[config.mk]
export PLATFORM = sky130hd
export DESIGN_NAME = pulse_meter
export DESIGN_NICKNAME = d
export VERILOG_FILES = /design/src/rtl/pulsemeter_pkg.sv /design/src/rtl/pulse_meter_period_timer.sv /design/src/rtl/pulse_meter.sv
export SDC_FILE = /design/constraint.sdc
export NUM_CORES = 1
export LEC_CHECK = 0
export CAP_MARGIN = 25
export CORE_ASPECT_RATIO = 0.8
export CORE_MARGIN = 3
export CORE_UTILIZATION = 43
export CTS_BUF_LIST = sky130_fd_sc_hd__clkbuf_8
export CTS_CLUSTER_DIAMETER = 30
export DETAILED_ROUTE_END_ITERATION = 8
export GPL_TIMING_DRIVEN = 0
export PLACE_DENSITY = 0.68
export SYNTH_ARGS = -nofsm -noshare
export SYNTH_HDL_FRONTEND = slang
export SYNTH_SLANG_ARGS = --single-unit
[constraint.sdc]
create_clock -name clk -period 10.9 [get_ports clk]
set_input_delay 1.635 -clock clk [delete_from_list [all_inputs] [get_ports clk]]
set_output_delay 1.635 -clock clk [all_outputs]
set_load 0.02 [all_outputs]
[src/rtl/pulsemeter_pkg.sv]
// Shared types and constants for the pulse meter.
//   state_t         : measurement FSM states
//   CLK_HZ          : servo-board clock frequency
//   DEFAULT_TIMEOUT : cycles without a pulse before stall (1 s at CLK_HZ)
package pulsemeter_pkg;

    localparam int unsigned CLK_HZ          = 1843200;
    localparam int unsigned DEFAULT_TIMEOUT = CLK_HZ;
    localparam int unsigned DEFAULT_CNT_W   = 32;
    localparam int unsigned DEFAULT_PER_W   = 24;

    typedef enum logic [1:0] {
        IDLE  = 2'd0,
        ARMED = 2'd1,
        RUN   = 2'd2,
        STALL = 2'd3
    } state_t;

endpackage

[src/rtl/pulse_meter_period_timer.sv]
// Saturating interval timer: loads 1 on a pulse, otherwise counts up and
// holds at TIMEOUT.
//   clk, rst : clock, async active-high reset
//   clr      : synchronous clear to 0 (wins over load)
//   load     : pulse seen this cycle, restart at 1
//   timer    : cycles since the last pulse
//   at_max   : timer equals TIMEOUT
module period_timer
    import pulsemeter_pkg::*;
#(
    parameter int unsigned PER_W   = DEFAULT_PER_W,
    parameter int unsigned TIMEOUT = DEFAULT_TIMEOUT
) (
    input  logic             clk,
    input  logic             rst,
    input  logic             clr,
    input  logic             load,
    output logic [PER_W-1:0] timer,
    output logic             at_max
);

    assign at_max = (timer == PER_W'(TIMEOUT));

    // Loading 1 makes the value at the next pulse equal the cycle distance.
    always_ff @(posedge clk or posedge rst) begin
        if (rst) begin
            timer <= '0;
        end else if (clr) begin
            timer <= '0;
        end else if (load) begin
            timer <= PER_W'(1);
        end else if (!at_max) begin
            timer <= timer + PER_W'(1);
        end
    end

endmodule

[src/rtl/pulse_meter.sv]
// Pulse meter: running pulse total, interval between consecutive pulses,
// stall detection and an atomic snapshot of the readings.
//   clk, rst     : clock, async active-high reset
//   pulse        : one-cycle debounced pulse flag
//   clr          : synchronous clear of count, period, state and timer
//   snap         : capture count/period/period_valid into shadows
//   count        : live pulse total (wraps)
//   period       : last valid interval in cycles, 0 when not valid
//   period_valid : period holds a measurement
//   new_period   : one-cycle strobe when period is updated
//   stalled      : no pulse for TIMEOUT cycles
//   snap_*       : shadow copies captured on snap
module pulse_meter
    import pulsemeter_pkg::*;
#(
    parameter int unsigned CNT_W   = DEFAULT_CNT_W,
    parameter int unsigned PER_W   = DEFAULT_PER_W,
    parameter int unsigned TIMEOUT = DEFAULT_TIMEOUT
) (
    input  logic             clk,
    input  logic             rst,
    input  logic             pulse,
    input  logic             clr,
    input  logic             snap,
    output logic [CNT_W-1:0] count,
    output logic [PER_W-1:0] period,
    output logic             period_valid,
    output logic             new_period,
    output logic             stalled,
    output logic [CNT_W-1:0] snap_count,
    output logic [PER_W-1:0] snap_period,
    output logic             snap_valid
);

    state_t             state, state_n;
    logic [CNT_W-1:0]   count_n;
    logic [PER_W-1:0]   period_n;
    logic               valid_n;
    logic               new_n;
    logic               stalled_n;
    logic [PER_W-1:0]   timer;
    logic               at_max;

    period_timer #(
        .PER_W   (PER_W),
        .TIMEOUT (TIMEOUT)
    ) u_timer (
        .clk    (clk),
        .rst    (rst),
        .clr    (clr),
        .load   (pulse),
        .timer  (timer),
        .at_max (at_max)
    );

    // State and output registers.
    always_ff @(posedge clk or posedge rst) begin
        if (rst) begin
            state        <= IDLE;
            count        <= '0;
            period       <= '0;
            period_valid <= 1'b0;
            new_period   <= 1'b0;
            stalled      <= 1'b0;
        end else begin
            state        <= state_n;
            count        <= count_n;
            period       <= period_n;
            period_valid <= valid_n;
            new_period   <= new_n;
            stalled      <= stalled_n;
        end
    end

    // Next-state and next-output logic.
    always_comb begin
        state_n   = state;
        count_n   = count;
        period_n  = period;
        valid_n   = period_valid;
        new_n     = 1'b0;
        stalled_n = stalled;

        if (clr) begin
            // A pulse coincident with clr is dropped entirely.
            state_n   = IDLE;
            count_n   = '0;
            period_n  = '0;
            valid_n   = 1'b0;
            stalled_n = 1'b0;
        end else begin
            if (pulse) begin
                count_n = count + CNT_W'(1);
            end
            case (state)
                IDLE: begin
                    if (pulse) begin
                        state_n = ARMED;
                    end
                end
                ARMED, RUN: begin
                    if (pulse && !at_max) begin
                        state_n  = RUN;
                        period_n = timer;
                        valid_n  = 1'b1;
                        new_n    = 1'b1;
                    end else if (pulse) begin
                        // Pulse on the timeout cycle: interval is stale,
                        // restart measurement without reporting it.
                        state_n  = ARMED;
                        period_n = '0;
                        valid_n  = 1'b0;
                    end else if (at_max) begin
                        state_n   = STALL;
                        stalled_n = 1'b1;
                        period_n  = '0;
                        valid_n   = 1'b0;
                    end
                end
                STALL: begin
                    if (pulse) begin
                        state_n   = ARMED;
                        stalled_n = 1'b0;
                    end
                end
                default: state_n = IDLE;
            endcase
        end
    end

    // Shadow registers capture pre-edge outputs; clr does not touch them.
    always_ff @(posedge clk or posedge rst) begin
        if (rst) begin
            snap_count  <= '0;
            snap_period <= '0;
            snap_valid  <= 1'b0;
        end else if (snap) begin
            snap_count  <= count;
            snap_period <= period;
            snap_valid  <= period_valid;
        end
    end

endmodule

==> results.py, run 1 <==
metrics = {
    "sta": {
        "fin_crit_sh_pct": 32.2,
        "drv_slew": 0,
        "finalHoldViolations": 0,
        "setup_viol": 0,
        "worst_slew_pin_slew_ns": 1.13,
        "slew_headroom_pct": 23.9,
        "finalCriticalPeriod_ns": 3.50,
        "rsz0062_at_grt": "false",
        "fmax_ghz": 0.285,
        "setup_ws_ns": 7.40,
        "fin_tns_setup_ns": 0,
        "finClkSkew_ns": 0.0104,
    },
    "routing": {
        "dr.pass1.iters": 5,
        "ant_nets": 0,
        "drt_wl_total_mm": 15.6,
        "wl_per_cell_um": 17.4,
        "drcViolationCount": 0,
        "vias": 4853,
        "vias_per_cell": 5.42,
        "drtIter0Drc": 364,
    },
    "synth": {
        "syn_area_mm2": 0.00630,
        "synth-main-ff-cell": "dfrtp_1",
        "syn-instance-count": 564,
        "synth_top_area_share_pct": 56.4,
        "synth-edff-count": 0,
        "synthTopCellsByArea": "dfrtp_1, mux2_2, xor2_1",
        "synth_largest_area_cell": "dfrtp_1",
        "avgSynthCellArea_um2": 11.2,
        "ys_seq_area_share_pct": 56.4,
        "ys_seq_elements": 142,
        "yosys_warnings": 0,
        "synth-async-reset-ratio_pct": 100,
        "yosysUniqueCellTypes": 39,
        "synth_fp_nets": 573,
    },
    "clocking": {
        "clk_latency_ns": 0.45,
        "h-tree-depth": 4,
        "cts_buffers": 17,
        "cts_setup_buffers": 0,
        "root_buffer": "clkbuf_8",
        "postCtsHoldBufs": 0,
        "cts_tree": "yes",
        "clockBufferDepth": 2,
        "cts.sinks": 142,
        "clkTransAtPathRegs_ns": 0.08,
        "cts.repair.resized": 0,
    },
    "placement": {
        "dp_slack_ns": 7.00,
        "dp_hpwl_mm": 11.1,
        "io_buffers": 118,
        "place_congestion": 0.834,
        "placed_area_mm2": 0.00774,
    },
    "setup_path": {
        "path_cells": "clkdlybuf4s50_1, nand3_1, nor4_2, nand2_1, or3_1, a21oi_1",
        "cp.required_ns": 11.27,
        "cp.arrival_ns": 3.87,
        "crit_path_end_kind": "flop",
        "crit_type": "input port to flop",
        "max_stage_delay_ns": 0.86,
        "cpLargestDelayFamily": "simple AND/OR/NAND/NOR gates",
        "slowest_stage": "nor4_2",
        "worstSetupStartpointType": "input port",
        "worstPathBufferInverterCount": 1,
        "critPathMaxFanout": 9,
        "reg2reg_slack_ns": 8.54,
    },
    "cells_and_area": {
        "nNetsFinal": 711,
        "finalInstanceArea_mm2": 0.00811,
        "utilization_pct": 58.2,
        "syn_to_final_growth_pct": 28.8,
        "final_layout_size_suffix_gt1_share_pct": 14.4,
        "diodes": 0,
    },
    "power_and_ir_drop": {
        "leakage_nw": 3.43,
        "peakVddDrop_mv": 0.0733,
        "cellPowerDensity_mw_per_mm2": 123,
    },
    "floorplanning": {
        "die_y_um": 114,
        "die_x_um": 141,
        "coreArea_mm2": 0.0139,
        "rows": 38,
        "die_area_mm2": 0.0161,
        "io_pins": 121,
        "initial_core_util_pct": 45.2,
    },
    "global_route": {
        "grt_pass1_vias": 4703,
        "antenna_found_initial": 0,
        "grt_pass1_wl_mm": 25.5,
        "overflow": 0,
        "grt_use_total_pct": 20.0,
        "grt_start_max_net_pins": 103,
    },
    "job": {
        "maxCapViolCount": 0,
    },
    "hold_path": {
        "hold_path.class": "flop to flop",
    },
    "status": {
        "outcome": "complete, no violations",
    },
}
==> kinds of logic after synthesis <==
kind of cell / count (synthesis) / synth area share [%]
xor+xnor: 50 / 6.95
flops: 142 / 56.4
fa+ha+maj: 4 / 0.795
buf+inv: 39 / 2.70
mux: 58 / 10.3
compound gates: 60 / 5.60
simple gates: 211 / 17.2
==> cell type report <==
| type | instances | area [um^2] |
|---|---|---|
| plain buffers | 29 | 133 |
| clock buffers | 17 | 234 |
| multi-input cells | 383 | 2570 |
| clock inverters | 15 | 140 |
| repair buffers | 119 | 1210 |
| flip-flops and latches | 142 | 3550 |
| inverters | 10 | 42.5 |
| fillers | 1169 | 5820 |
| well taps | 180 | 225 |
==> cell usage in the layout, fill, tap and decap left out, drive strengths merged, types with 6 or more instances in the layout <==
cell type      count
dfrtp            142
clkdlybuf4s50    118
nor2              62
mux2              57
a21oi             43
clkbuf            38
nand2             32
nand3             32
xor2              29
nand4             24
xnor2             21
nor2b             18
inv               15
nor3               9
buf                9
and4               7
o21ai              7
clkinvlp           6
==> cell usage after synthesis, types with 5 or more instances <==
master and number:
xor2_1 29, nand4_1 24, a21oi_1 41, mux2_2 57, nor2b_1 18, o21ai_0 7
nand3_1 32, dfrtp_1 142, or3_1 5, inv_1 10, clkbuf_1 21, a221oi_1 5
nor3_1 9, xnor2_1 21, nor2_1 61, nand2_1 32, and4_1 7
==> path summary, 6_finish.rpt <==
check	startpoint	end	cells after the start
setup / recovery	pulse	count[31]	6
hold / removal	snap_period[17]	snap_period[17]	1
setup reg to reg	count[0]	count[12]	6
hold reg to reg	snap_period[17]	snap_period[17]	1
max in group asynchronous	rst	count[15]	3
min in group asynchronous	rst	snap_count[26]	2
==> sequential cells by signal (all words and copies together) (netlist names), 2 cells and up <==
name	cells
count	32
snap_count	32
period	24
snap_period	24
u_timer.timer	24
state	2
==> layer usage <==
| layer | up-vias | routed length (um) | GRT usage (%) |
|---|---|---|---|
| met5 | - | 0 | 0 |
| li1 | 2251 | - | - |
| met1 | 2426 | 7500 | 29.7 |
| met3 | 13 | 1000 | 5.22 |
| met2 | 163 | 6910 | 29.2 |
| met4 | 0 | 163 | 4.91 |
==> metrics by stage <==
step / hold WS (ns) / std cells / total power [mW]
3_3_place_gp: 0.488 / 862 / 0.609
5_1_grt: 0.522 / 895 / 1.04
3_5_place_dp: 0.495 / 863 / 0.612
6_report: 0.508 / 895 / 0.997
2_1_floorplan: 0.532 / 564 / 0.587
4_1_cts: 0.512 / 895 / 1.01
==> power by group <==
| part | internal, mW | leakage (nW) | switching, mW | total [mW] |
|---|---|---|---|---|
| sequential | 0.531 | 1.98 | 0.00455 | 0.536 |
| clock | 0.182 | 0.173 | 0.214 | 0.397 |
| combinational | 0.0201 | 1.28 | 0.0451 | 0.0652 |
| total | 0.734 | 3.43 | 0.264 | 0.997 |
Power figures use the tool's default switching activity.
==> run 2, diff against run 1 <==
clock period = 3.45 ns   (was 10.9 ns; I/O delays follow)
==> results.py, run 2 (same netlist as run 1, synthesis figures left out) <==
metrics = {
    "setup_path": {
        "cp.arrival_ns": 2.70,
        "cp.required_ns": 3.77,
        "worstSetupStartpointType": "flop",
        "r2r_cells": 6,
        "crit_path_end_kind": "flop",
        "crit_type": "flop to flop",
        "critPathMaxFanout": 8,
    },
    "sta": {
        "worst_slew_pin_slew_ns": 1.10,
        "slew_headroom_pct": 25.8,
        "finalHoldViolations": 0,
        "finalCriticalPeriod_ns": 2.39,
        "finClkSkew_ns": 0.00867,
        "setup_ws_ns": 1.06,
        "fmax_ghz": 0.419,
        "fin_tns_setup_ns": 0,
        "drv_slew": 0,
        "setup_viol": 0,
        "fin_crit_sh_pct": 69.1,
        "rsz0062_at_grt": "false",
    },
    "floorplanning": {
        "coreArea_mm2": 0.0139,
        "die_x_um": 141,
        "rows": 38,
        "die_y_um": 114,
        "io_pins": 121,
        "die_area_mm2": 0.0161,
        "initial_core_util_pct": 45.2,
    },
    "routing": {
        "dr.pass1.iters": 5,
        "wl_per_cell_um": 17.5,
        "drcViolationCount": 0,
        "drt_wl_total_mm": 15.7,
        "vias_per_cell": 5.46,
        "drtIter0Drc": 399,
        "ant_nets": 0,
        "vias": 4890,
    },
    "cells_and_area": {
        "final_common_cell": "dfrtp_1",
        "diodes": 0,
        "final_cell_mix": "dfrtp_1, clkdlybuf4s50_1, nor2_1, mux2_2, a21oi_1",
        "largestRegisters": "count: 32 flops, snap_count: 32 flops",
        "ff_latch_area_mm2": 0.00355,
        "final_layout_size_suffix_gt1_share_pct": 14.1,
        "multi_input_area_mm2": 0.00257,
        "nNetsFinal": 713,
        "n_fill_cell": 1166,
        "syn_to_final_growth_pct": 30.0,
    },
    "placement": {
        "dp_slack_ns": 0.654,
        "place_congestion": 0.857,
        "io_buffers": 118,
        "dp_hpwl_mm": 11.3,
    },
    "global_route": {
        "grt_pass1_wl_mm": 25.6,
        "grt_use_total_pct": 20.1,
        "overflow": 0,
        "grt_start_max_net_pins": 43,
        "grt_pass1_vias": 4746,
        "antenna_found_initial": 0,
    },
    "clocking": {
        "cts_buffers": 17,
        "clockBufferDepth": 2,
        "root_buffer": "clkbuf_8",
        "h-tree-depth": 4,
        "cts_setup_buffers": 0,
        "clkTransAtPathRegs_ns": 0.08,
        "clk_latency_ns": 0.45,
        "postCtsHoldBufs": 0,
        "cts.repair.resized": 0,
        "cts_tree": "yes",
        "cts.sinks": 142,
    },
    "power_and_ir_drop": {
        "cellPowerDensity_mw_per_mm2": 407,
        "leakage_nw": 3.49,
        "peakVddDrop_mv": 0.304,
    },
    "hold_path": {
        "hold_path.class": "input port to async pin",
    },
    "status": {
        "outcome": "complete, no violations",
    },
    "job": {
        "maxCapViolCount": 0,
    },
}
run 2: through the flow:
step	hold slack [ns]	std cells	power, mW	instance area [um^2]	util (%)
floorplan	0.532	564	1.85	6300	-
global placement	0.489	862	1.93	7710	55.3
detailed placement	0.495	865	1.94	7770	55.8
CTS	0.458	895	3.36	8190	58.8
global route	0.490	895	3.45	8190	58.8
finish	0.468	895	3.33	8190	58.8
run 2: final cells by class:
cell class | count | area share (%)
flip-flops and latches | 142 | 43.4
plain buffers | 29 | 1.62
well taps | 180 | 2.75
repair buffers | 121 | 15.2
clock buffers | 20 | 3.36
clock inverters | 10 | 1.79
inverters | 10 | 0.504
multi-input cells | 383 | 31.4
run 2: power breakdown:
part / internal [mW] / leakage, nW / total (mW) / switching [mW]
sequential: 1.68 / 1.98 / 1.69 / 0.0144
combinational: 0.0674 / 1.29 / 0.213 / 0.145
clock: 0.826 / 0.228 / 1.42 / 0.599
run 2: path summary, 6_finish.rpt:
path,from,slack [ns],endpoint
worst max-delay path,count[0],1.06,count[12]
worst min-delay path,rst,0.47,snap_count[1]
worst max register to register,count[0],1.06,count[12]
worst min register to register,snap_count[23],0.51,snap_count[23]
max in group asynchronous,rst,2.13,snap_period[11]
min in group clk,snap_count[23],0.51,snap_count[23]
run 2: critical path, cell delays in order, from the launching register on:
cell and delay [ns]:
dfrtp_1 0.45, ha_1 0.20, nand2_1 0.16, nor3_1 0.93, and4_1 0.32, xnor2_1 0.12
nor2_1 0.06
run 2: layer usage:
| layer | vias to the layer above | share of wire, % | wire length [um] | global-route usage, % |
|---|---|---|---|---|
| met2 | 156 | 44 | 6880 | 28.9 |
| met4 | 0 | 1.3 | 208 | 6.58 |
| met5 | - | 0 | 0 | 0 |
| met1 | 2457 | 48 | 7440 | 29.5 |
| li1 | 2255 | - | - | - |
| met3 | 22 | 7.2 | 1130 | 5.80 |
==> run 3, diff against run 2 <==
PLACE_DENSITY = 0.71   (was 0.68)
clock period = 1.9 ns   (was 3.45 ns; I/O delays follow)
==> results.py, run 3 (same netlist as run 1, synthesis figures left out) <==
metrics = {
    "setup_path": {
        "critPathMaxFanout": 10,
        "cp.required_ns": 2.21,
        "crit_path_end_kind": "flop",
        "cp.arrival_ns": 2.41,
        "slowest_stage": "or4_1",
        "worstSetupStartpointType": "flop",
        "path_cells": "or4_1, or4_4, or2_4, buf_8, a21oi_4, a211oi_2",
        "max_stage_delay_ns": 0.51,
        "crit_type": "flop to flop",
    },
    "routing": {
        "vias_per_cell": 5.41,
        "ant_nets": 0,
        "drt_wl_total_mm": 16.1,
        "vias": 4909,
        "drtIter0Drc": 311,
        "dr.pass1.iters": 5,
        "wl_per_cell_um": 17.8,
        "drcViolationCount": 0,
    },
    "global_route": {
        "grt_pass1_wl_mm": 26.5,
        "grt_use_met3_pct": 4.63,
        "antenna_found_initial": 0,
        "use_met2_pct": 30.2,
        "grt_pass1_vias": 4935,
        "grt_use_total_pct": 20.7,
        "grt.busiest_layer": "met1",
        "overflow": 0,
        "grtUsageMet1_pct": 31.1,
        "grt_start_max_net_pins": 42,
    },
    "power_and_ir_drop": {
        "comb_power_share_pct": 7.0,
        "cellPowerDensity_mw_per_mm2": 688,
        "swShare_pct": 25.1,
        "peakVddDrop_mv": 0.624,
        "internal_power_mw": 4.34,
        "p_clk_share_pct": 39.9,
        "leakage_nw": 3.67,
        "design_power_total_mw": 5.79,
        "pwr-share-seq_pct": 53.1,
        "switchingPower_mw": 1.45,
    },
    "sta": {
        "drv_slew": 0,
        "finalCriticalPeriod_ns": 2.10,
        "whs_ns": 0.258,
        "finClkSkew_ns": 0.0109,
        "worst_slew_pin_slew_ns": 0.782,
        "slew_headroom_pct": 47.9,
        "setup_viol": 30,
        "fin_tns_setup_ns": -4.60,
        "setup_ws_ns": -0.202,
        "rsz0062_at_grt": "true",
        "fin_crit_sh_pct": 111,
        "finalHoldViolations": 0,
        "fmax_ghz": 0.476,
    },
    "floorplanning": {
        "coreArea_mm2": 0.0139,
        "initial_core_util_pct": 45.2,
        "die_area_mm2": 0.0161,
        "die_x_um": 141,
        "die_y_um": 114,
        "io_pins": 121,
        "rows": 38,
    },
    "cells_and_area": {
        "ff_latch_area_mm2": 0.00356,
        "finalInstanceArea_mm2": 0.00842,
        "diodes": 0,
        "syn_to_final_growth_pct": 33.6,
        "final_cell_mix": "dfrtp_1, clkdlybuf4s50_1, nor2_1, mux2_2, a21oi_1",
        "n_fill_cell": 1150,
        "utilization_pct": 60.4,
        "final_common_cell": "dfrtp_1",
        "largestRegisters": "count: 32 flops, snap_count: 32 flops",
        "nNetsFinal": 724,
        "fin_cells": 908,
        "final_layout_size_suffix_gt1_share_pct": 20.2,
        "multi_input_area_mm2": 0.00271,
    },
    "clocking": {
        "clk_latency_ns": 0.44,
        "cts_tree": "yes",
        "clockBufferDepth": 2,
        "postCtsHoldBufs": 0,
        "cts_buffers": 17,
        "clkTransAtPathRegs_ns": 0.08,
        "cts.sinks": 142,
        "root_buffer": "clkbuf_8",
        "h-tree-depth": 4,
    },
    "status": {
        "violations": "setup timing",
        "outcome": "complete, but fails checks",
    },
    "placement": {
        "dp_hpwl_mm": 11.4,
        "dp_slack_ns": -0.553,
        "io_buffers": 118,
        "dp_cells": 866,
        "place_congestion": 0.850,
        "placed_area_mm2": 0.00787,
    },
    "job": {
        "maxCapViolCount": 0,
    },
    "hold_path": {
        "hold_path.class": "input port to async pin",
    },
}
## run 3: timing repair
item	in CTS	in global routing
endpoints found under the setup margin	47	74
pin swaps	2	4
buffers inserted	3	7
resized for setup	10	25
## run 3: routing by layer
metal | part of all wire (%) | vias up
li1 | - | 2276
met4 | 1.4 | 0
met3 | 5.2 | 16
met2 | 45 | 136
met1 | 49 | 2481
met5 | 0 | -
## run 3: power by group through the flow
stage	Clock [mW]	Combinational [mW]	Sequential, mW
6_report	2.31	0.405	3.07
5_1_grt	2.52	0.446	3.08
4_1_cts	2.36	0.408	3.07
3_5_place_dp	0	0.401	3.13
3_3_place_gp	0	0.369	3.13
2_1_floorplan	0	0.218	3.15
## run 3: worst max-delay path, delay by kind of cell (launching register included)
| family | cells | cell delay (ns) |
|---|---|---|
| compound gates | 2 | 0.18 |
| buf+inv | 1 | 0.16 |
| flops | 1 | 0.39 |
| simple gates | 3 | 1.23 |
## run 3: final cells by class
type	instances	share of cell area (%)
sequential	142	42.3
multi-input combinational	383	32.2
timing repair buffer	132	16.1
clock buffer	21	3.43
tap	180	2.68
buffer	29	1.72
clock inverter	11	1.07
inverter	10	0.491
## run 3: path summary, 6_finish.rpt
kind / to / from / cells after the start / slack [ns]
max: state[1] / u_timer.timer[8] / 6 / -0.20
min: snap_count[11] / rst / 2 / 0.26
max reg2reg: state[1] / u_timer.timer[8] / 6 / -0.20
min reg2reg: snap_period[6] / snap_period[6] / 1 / 0.51
max in group asynchronous: snap_period[18] / rst / 5 / 0.60
min in group clk: new_period / clr / 2 / 0.41
